==> src/rtl/lvds_video_timing.sv <==
// Pixel-rate video timing and solid/colour-bar pattern source for the LVDS 7:1 serializer.
// Optional colour bars are compiled in with `define LVDS_COLORBAR_EN.
module lvds_video_timing #(
  parameter int H_ACTIVE = 800,
  parameter int H_FP     = 40,
  parameter int H_SYNC   = 128,
  parameter int H_BP     = 88,
  parameter int V_ACTIVE = 480,
  parameter int V_FP     = 1,
  parameter int V_SYNC   = 3,
  parameter int V_BP     = 21,
  parameter bit SYNC_POL = 1'b1
) (
  input  logic        clk,
  input  logic        rst,
  input  logic        pix_ce,
  input  logic        ene,
  input  logic [23:0] color,
  input  logic        pattern_sel,
  output logic [23:0] pixel_rgb,
  output logic        de,
  output logic        hsync,
  output logic        vsync,
  output logic        frame_start,
  output logic        busy
);

  localparam int H_TOTAL = H_ACTIVE + H_FP + H_SYNC + H_BP;
  localparam int V_TOTAL = V_ACTIVE + V_FP + V_SYNC + V_BP;
  localparam int HW = $clog2(H_TOTAL);
  localparam int VW = $clog2(V_TOTAL);

  typedef enum logic [1:0] {
    IDLE,
    RUN,
    DRAIN
  } state_t;

  state_t          state_q, state_d;
  logic [HW-1:0]   h_cnt_q, h_cnt_d;
  logic [VW-1:0]   v_cnt_q, v_cnt_d;
  logic [23:0]     col_q, col_d;
  logic [23:0]     rgb_q, rgb_d;
  logic            de_q, de_d;
  logic            hs_q, hs_d;
  logic            vs_q, vs_d;
  logic            fs_q, fs_d;

  logic            adv;
  logic            h_last;
  logic            v_last;
  logic            sof;
  logic            in_act;
  logic            in_hs;
  logic            in_vs;
  logic [23:0]     col_use;
  logic [23:0]     fill;

`ifdef LVDS_COLORBAR_EN
  localparam int BAR_W = H_ACTIVE / 8;
  localparam int BPW = (BAR_W > 1) ? $clog2(BAR_W) : 1;

  logic            pat_q, pat_d;
  logic [2:0]      bar_idx_q, bar_idx_d;
  logic [BPW-1:0]  bar_px_q, bar_px_d;
  logic            pat_use;
  logic [23:0]     bar_rgb;

  always_comb begin
    bar_rgb = 24'h000000;
    unique case (bar_idx_q)
      3'd0: bar_rgb = 24'hFFFFFF;
      3'd1: bar_rgb = 24'hFFFF00;
      3'd2: bar_rgb = 24'h00FFFF;
      3'd3: bar_rgb = 24'h00FF00;
      3'd4: bar_rgb = 24'hFF00FF;
      3'd5: bar_rgb = 24'hFF0000;
      3'd6: bar_rgb = 24'h0000FF;
      3'd7: bar_rgb = 24'h000000;
      default: bar_rgb = 24'h000000;
    endcase
  end
`else
  logic unused_pattern_sel;
  assign unused_pattern_sel = pattern_sel;
`endif

  assign adv    = pix_ce && (state_q != IDLE);
  assign h_last = int'(h_cnt_q) == H_TOTAL - 1;
  assign v_last = int'(v_cnt_q) == V_TOTAL - 1;
  assign sof    = adv && (h_cnt_q == '0) && (v_cnt_q == '0);

  assign in_act = (int'(h_cnt_q) < H_ACTIVE) &&
                  (int'(v_cnt_q) < V_ACTIVE);
  assign in_hs  = (int'(h_cnt_q) >= H_ACTIVE + H_FP) &&
                  (int'(h_cnt_q) < H_ACTIVE + H_FP + H_SYNC);
  assign in_vs  = (int'(v_cnt_q) >= V_ACTIVE + V_FP) &&
                  (int'(v_cnt_q) < V_ACTIVE + V_FP + V_SYNC);

  // Pixel (0,0) must already use the colour being latched on its edge
  assign col_use = sof ? color : col_q;
`ifdef LVDS_COLORBAR_EN
  assign pat_use = sof ? pattern_sel : pat_q;
  assign fill    = pat_use ? bar_rgb : col_use;
`else
  assign fill    = col_use;
`endif

  always_comb begin
    state_d = state_q;
    h_cnt_d = h_cnt_q;
    v_cnt_d = v_cnt_q;
    col_d   = col_q;
    rgb_d   = rgb_q;
    de_d    = de_q;
    hs_d    = hs_q;
    vs_d    = vs_q;
    fs_d    = 1'b0;
`ifdef LVDS_COLORBAR_EN
    pat_d     = pat_q;
    bar_idx_d = bar_idx_q;
    bar_px_d  = bar_px_q;
`endif

    if (adv) begin
      h_cnt_d = h_last ? '0 : h_cnt_q + HW'(1);
      if (h_last) begin
        v_cnt_d = v_last ? '0 : v_cnt_q + VW'(1);
      end
      rgb_d = in_act ? fill : 24'h0;
      de_d  = in_act;
      hs_d  = in_hs ? SYNC_POL : ~SYNC_POL;
      vs_d  = in_vs ? SYNC_POL : ~SYNC_POL;
      fs_d  = sof;
      if (sof) begin
        col_d = color;
      end
`ifdef LVDS_COLORBAR_EN
      if (sof) begin
        pat_d = pattern_sel;
      end
      if (h_last) begin
        bar_idx_d = 3'd0;
        bar_px_d  = '0;
      end else if (bar_idx_q != 3'd7) begin
        if (int'(bar_px_q) == BAR_W - 1) begin
          bar_idx_d = bar_idx_q + 3'd1;
          bar_px_d  = '0;
        end else begin
          bar_px_d  = bar_px_q + BPW'(1);
        end
      end
`endif
    end

    unique case (state_q)
      IDLE: begin
        h_cnt_d = '0;
        v_cnt_d = '0;
        rgb_d   = 24'h0;
        de_d    = 1'b0;
        hs_d    = ~SYNC_POL;
        vs_d    = ~SYNC_POL;
        if (ene) begin
          state_d = RUN;
        end
      end
      RUN: begin
        if (!ene) begin
          state_d = DRAIN;
        end
      end
      DRAIN: begin
        if (ene) begin
          state_d = RUN;
        end else if (adv && h_last && v_last) begin
          state_d = IDLE;
        end
      end
      default: state_d = IDLE;
    endcase
  end

  always_ff @(posedge clk or negedge rst) begin
    if (!rst) begin
      state_q <= IDLE;
      h_cnt_q <= '0;
      v_cnt_q <= '0;
      col_q   <= 24'h0;
      rgb_q   <= 24'h0;
      de_q    <= 1'b0;
      hs_q    <= ~SYNC_POL;
      vs_q    <= ~SYNC_POL;
      fs_q    <= 1'b0;
`ifdef LVDS_COLORBAR_EN
      pat_q     <= 1'b0;
      bar_idx_q <= 3'd0;
      bar_px_q  <= '0;
`endif
    end else begin
      state_q <= state_d;
      h_cnt_q <= h_cnt_d;
      v_cnt_q <= v_cnt_d;
      col_q   <= col_d;
      rgb_q   <= rgb_d;
      de_q    <= de_d;
      hs_q    <= hs_d;
      vs_q    <= vs_d;
      fs_q    <= fs_d;
`ifdef LVDS_COLORBAR_EN
      pat_q     <= pat_d;
      bar_idx_q <= bar_idx_d;
      bar_px_q  <= bar_px_d;
`endif
    end
  end

  assign pixel_rgb   = rgb_q;
  assign de          = de_q;
  assign hsync       = hs_q;
  assign vsync       = vs_q;
  assign frame_start = fs_q;
  assign busy        = state_q != IDLE;

endmodule

==> config.mk <==
export PLATFORM = sky130hd
export DESIGN_NAME = lvds_video_timing
export DESIGN_NICKNAME = d
export VERILOG_FILES = /design/src/rtl/lvds_video_timing.sv
export SDC_FILE = /design/constraint.sdc
export NUM_CORES = 1
export LEC_CHECK = 0
export CAP_MARGIN = 10
export CORE_MARGIN = 4
export CORE_UTILIZATION = 30
export DETAILED_ROUTE_END_ITERATION = 8
export GPL_TIMING_DRIVEN = 0
export PLACE_DENSITY_LB_ADDON = 0.1
export SYNTH_ARGS = -nofsm -noshare
export SYNTH_HDL_FRONTEND = slang
export SYNTH_SLANG_ARGS = --single-unit
==> constraint.sdc <==
create_clock -name clk -period 2.75 [get_ports clk]
set_input_delay 0.275 -clock clk [delete_from_list [all_inputs] [get_ports clk]]
set_output_delay 0.275 -clock clk [all_outputs]
set_load 0.01 [all_outputs]
## Word level (Yosys, flattened, before mapping)

Index checks and enable logic that the tools add are counted.

- Flip-flop bits (word level): 74
- Word-level logic and storage cells: 65
- Output and inout port bits: 29
- Input port bits: 29

- Reduce and logical (&&, ||, !) cells: 16
- Equal/unequal tests: 7
- Add/subtract/negate cells: 2
- Order comparisons: 6
- Mux-type cells: 25

Operators with widths:

| kind | number |
|---|---|
| 24-bit two-way mux | 4 |
| 9-bit two-way mux | 4 |
| 11-bit two-way mux | 3 |
| 11-bit by 10-bit less-than comparator with 1-bit output (second input constant) | 2 |
| 9-bit less-than comparator (second input constant) | 2 |
| 11-bit by 1-bit adder with 11-bit output (second input constant) | 1 |
| 11-bit == test (second input constant) | 1 |
| 11-bit by 10-bit greater-or-equal comparator with 1-bit output (second input constant) | 1 |
| 11-bit zero test | 1 |
| 9-bit by 1-bit adder with 9-bit output (second input constant) | 1 |
| 9-bit by 4-bit == test with 1-bit output (second input constant) | 1 |
| 9-bit greater-or-equal comparator (second input constant) | 1 |
| 9-bit zero test | 1 |
| 1-bit two-way mux | 9 |
| 1-bit logical AND | 8 |
| 2-bit two-way mux | 4 |
| 2-bit case mux with 3 select lines | 1 |
| 2-bit nonzero test | 3 |
| 2-bit != test (second input constant) | 2 |
| 3-bit != test (second input constant) | 1 |
| 3-bit AND reduction | 1 |
| 2-bit by 1-bit == test with 1-bit output (second input constant) | 1 |
| 2-bit == test (second input constant) | 1 |
| 2-bit zero test | 1 |
| 2-bit AND reduction | 1 |

## Logic depth before layout (Yosys ltp)

- Depth after elaboration: 8
- Mapped depth: 8

## Worst setup path after synthesis

Ideal clock, no wire load.

- Path kind: register to register
- Start: register h_cnt_q[0]
- End: register rgb_q[2] (netlist: pixel_rgb[2])
- Stages on the path, launching flop included: 9
- Data arrival time: 1924 ps
- Path buffers: 1
- Path slack: 695 ps
- Data required time: 2619 ps
- Clock period less this slack: 2055 ps
- Cells stage by stage: dfrtp_1 -> inv_1 -> ha_1 -> or4b_4 -> nor4_4 -> nand2_4 -> inv_2 -> buf_2 -> o211ai_1

- Cells in the longest elaborated chain, start to end: 7
- Elaborated cells on any way between the ends: 9

Ends and longest elaborated chain:

| what | line | source |
|---|---|---|
| from (decl) | 40 | `logic [HW-1:0] h_cnt_q, h_cnt_d;` |
| from (signal assigned) | 202 | `h_cnt_q <= h_cnt_d;` |
| branches (longest 4 deep; another with 11-bit by 10-bit less-than comparator with 1-bit output) | - |  |
| 24-bit two-way mux (*) | 130 | `rgb_d = in_act ? fill : 24'h0;` |
| 24-bit two-way mux (*) | 125 | `if (adv) begin` |
| 24-bit two-way mux (*) | 156 | `unique case (state_q)` |
| to (signal assigned) | 205 | `rgb_q <= rgb_d;` |
| to (decl) | 43 | `logic [23:0] rgb_q, rgb_d;` |

Mark *: on every way between the ends. The select of a mux whose other input is x is not followed.
A chain may end at the register's enable or synchronous reset.

## Worst setup path after layout

Same ends and word-level chain as after synthesis.

==> impl_metrics.ini <==
[routing]
drcViolationCount = 0
drtAntennaViolNets = 0
avgViaCountPerCell = 5.07
vias = 2880
firstDrtPassIters = 4
drt_iter0_markers = 181
wirelength_mm = 9.42
avgRoutedWirePerCell_um = 16.6

[floorplan]
die_x_um = 116
fp.dieH_um = 116
dieArea_mm2 = 0.0134
ios = 58
rows = 39
design.core.area_mm2 = 0.0114
initial_core_util = 0.306

[synth]
syn_area_mm2 = 0.00349
synthFlopType = dfrtp_1
ys_async_sr_fraction = 1.00
synth_nets = 386
ys_seq_area_frac = 0.530
syn_area_per_cell_um2 = 9.92
synth_edf_count = 0
syn_inst = 352
ys_ff_latch = 74
yosysUniqueCellTypes = 48
synth_warnings = 0

[timing]
layout_min_cycle_time_ns = 2.47
finalCritPeriodShare = 0.898
hold_viol_final = 0
finalSetupViolCount = 0
finalClockSkew_ns = 0.00782
setup-tns-final_ns = 0
slew_headroom = 0.343
rsz0062_at_grt = no
finalHoldWorstSlack_ns = 0.342
clock.fmax_ghz = 0.405
worst_pin_slew_ns = 0.982
slew_viol_final = 0

[flow_run]
drv_cap = 0

[min_path]
hold_path_class = input port to flop
hold_depth = 3
min_to = vsync$_DFFE_PN0P_
hold_start = pix_ce

[clock_tree]
cts.sinks = 74
cts_tree = yes
clkLatencyLatePin_ns = 0.34
clk_pin_slew_worst_paths_ns = 0.06
ctsHtreeMaxLevel = 3
cts_setup_buffers = 0
cts_buffer_depth = 2
cts_buffers = 9
cts_root_buffer = clkbuf_16

[final_layout]
antenna_cells = 0
drive_above_1_share = 0.0988
num-nets-final = 454
nFillCells = 1171
syn_to_final_growth_pct = 30.7

[pwr]
power_mw = 3.30
p_per_area_mw_per_mm2 = 723
p_leak_nw = 1.94
vdd_drop_max_mv = 0.438

[global_route]
grt_pass1_vias = 2995
track_usage = 0.150
busiest_layer = met2
use_met2 = 0.238
grt_max_degree = 61
met1_usage = 0.194
met3_usage = 0.0507
grt-ovfl-total = 0
grt_first_pass_wirelength_mm = 15.5
grt_antenna_before_repair = 0

[critical_path]
reg2reg_from = h_cnt_q[0]$_DFFE_PN0P_
critPathMaxFanout = 10
worst-r2r-setup-slack_ns = 0.28
crit_path_start_kind = flop
required_ns = 2.96
worstPathArrival_ns = 2.68
endpoint_kind = flop
r2r_cells = 8
critPathKind = flop to flop
rr_endpoint = pixel_rgb[2]$_DFFE_PN0P_

[place]
routabilityCongestion = 0.780
hpwlAfterDp_mm = 6.37
numPortBuffers = 55

[status]
status = finished, final reports clean
kinds of logic (layout without fill, tap and decap cells):
family	count (synthesis)	in the layout	synth area share
XOR/XNOR	8	8	0.0201
adder cells (fa/ha/maj)	5	5	0.0179
buffers and inverters	42	115	0.0494
flip-flops	74	74	0.530
AO/OA/AOI/OAI	73	73	0.139
AND/OR/NAND/NOR	139	139	0.208
multiplexers	11	11	0.0351
cell usage in the layout, fill, tap and decap left out, types with 2 or more instances in the layout:
master	Yosys	routed
a2111oi_0	3	3
a21o_1	4	4
a21oi_1	4	4
a31oi_1	2	2
and2_1	2	2
and3_1	3	3
and4_1	5	5
buf_2	6	6
buf_4	2	3
clkbuf_1	11	13
clkbuf_16	0	9
clkdlybuf4s50_1	0	54
dfrtp_1	74	74
ha_1	5	5
inv_1	22	22
mux2_2	10	10
nand2_1	60	60
nand2b_1	2	2
nand3_1	22	22
nand4_1	14	14
nor2_1	12	12
nor3_1	3	3
nor4_4	1	2
o211ai_1	25	25
o21ai_0	24	24
o311a_1	2	2
or4_1	3	3
xor2_1	8	8
critical path, cell delays in order (launching register included):
cell      delay, ns
dfrtp_1        0.40
inv_1          0.10
ha_1           0.17
or4b_4         0.48
nor4_4         0.49
nand2_4        0.22
inv_2          0.13
buf_2          0.23
o211ai_1       0.12
what timing repair did:
action	CTS	global route
hold buffers	1	0
endpoints found under the setup margin	0	7
hold endpoints to repair	14	0
gates resized for setup	0	1
sequential cells by signal, summed over array words and instances, names as in the netlist:
name	flops
state_q	2
frame_start	1
col_q	24
h_cnt_q	11
v_cnt_q	9
pixel_rgb	24
vsync	1
hsync	1
de	1
metrics by stage:
| stage | area, um2 | std cells | setup slack, ns | util |
|---|---|---|---|---|
| 2_1_floorplan | 3490 | 352 | 0.695 | - |
| 3_3_place_gp | 4220 | 550 | -1.50 | 0.370 |
| 3_5_place_dp | 4250 | 551 | 0.112 | 0.372 |
| 4_1_cts | 4560 | 568 | 0.126 | 0.399 |
| 5_1_grt | 4560 | 568 | 0.0959 | 0.400 |
| 6_report | 4560 | 568 | 0.282 | 0.400 |
cell usage after synthesis (all sizes together) (2+ instances only):
cell     count  area share
a2111oi      3      0.0075
clkbuf      11       0.012
o311a        2      0.0057
mux2        10       0.032
nor2        12       0.013
nand2b       2      0.0036
nor4         3       0.013
and3         3      0.0054
inv         23       0.025
dfrtp       74        0.53
a31oi        2      0.0036
ha           5       0.018
nor3         3      0.0043
o21ai       25       0.036
or4          3      0.0064
nand3       22       0.032
buf          8       0.013
o211ai      25       0.054
nand2       61       0.068
and4         5       0.013
and2         2      0.0036
xor2         8       0.020
nand4       14       0.025
a21oi        4      0.0057
a21o         4      0.0086
worst max-delay path by stage:
stage               slack, ns                        end  cells after the start                    from
floorplan                0.69   pixel_rgb[2]$_DFFE_PN0P_                      8  h_cnt_q[0]$_DFFE_PN0P_
global placement        -1.50      col_q[15]$_DFFE_PN0P_                      1                     rst
detailed placement       0.11  pixel_rgb[10]$_DFFE_PN0P_                      6                  pix_ce
CTS                      0.13  pixel_rgb[10]$_DFFE_PN0P_                      6  h_cnt_q[7]$_DFFE_PN0P_
global route              0.1   pixel_rgb[3]$_DFFE_PN0P_                      8  v_cnt_q[0]$_DFFE_PN0P_
finish                   0.28   pixel_rgb[2]$_DFFE_PN0P_                      8  h_cnt_q[0]$_DFFE_PN0P_
layer usage:
| metal | wire, um | vias up |
|---|---|---|
| li1 | - | 1389 |
| met1 | 4290 | 1416 |
| met2 | 4500 | 66 |
| met3 | 528 | 9 |
| met4 | 103 | 0 |
| met5 | 0 | - |
report_power, final:
part,total [mW],switching (mW),leakage (nW),internal [mW]
Clock,1.20,0.469,0.143,0.729
Combinational,0.659,0.315,0.836,0.344
Sequential,1.44,0.127,0.959,1.32
Total,3.30,0.911,1.94,2.39
final cells by class:
| cell class | count | area (um2) | area share |
|---|---|---|---|
| Sequential cell | 74 | 1850 | 0.406 |
| Multi-Input combinational cell | 236 | 1480 | 0.324 |
| Timing Repair Buffer | 57 | 586 | 0.128 |
| Clock buffer | 12 | 246 | 0.0540 |
| Tap cell | 143 | 179 | 0.0392 |
| Buffer | 19 | 86.3 | 0.0189 |
| Inverter | 23 | 86.3 | 0.0189 |
| Clock inverter | 4 | 51.3 | 0.0112 |
No activity file was read; power rests on OpenSTA's default activity.
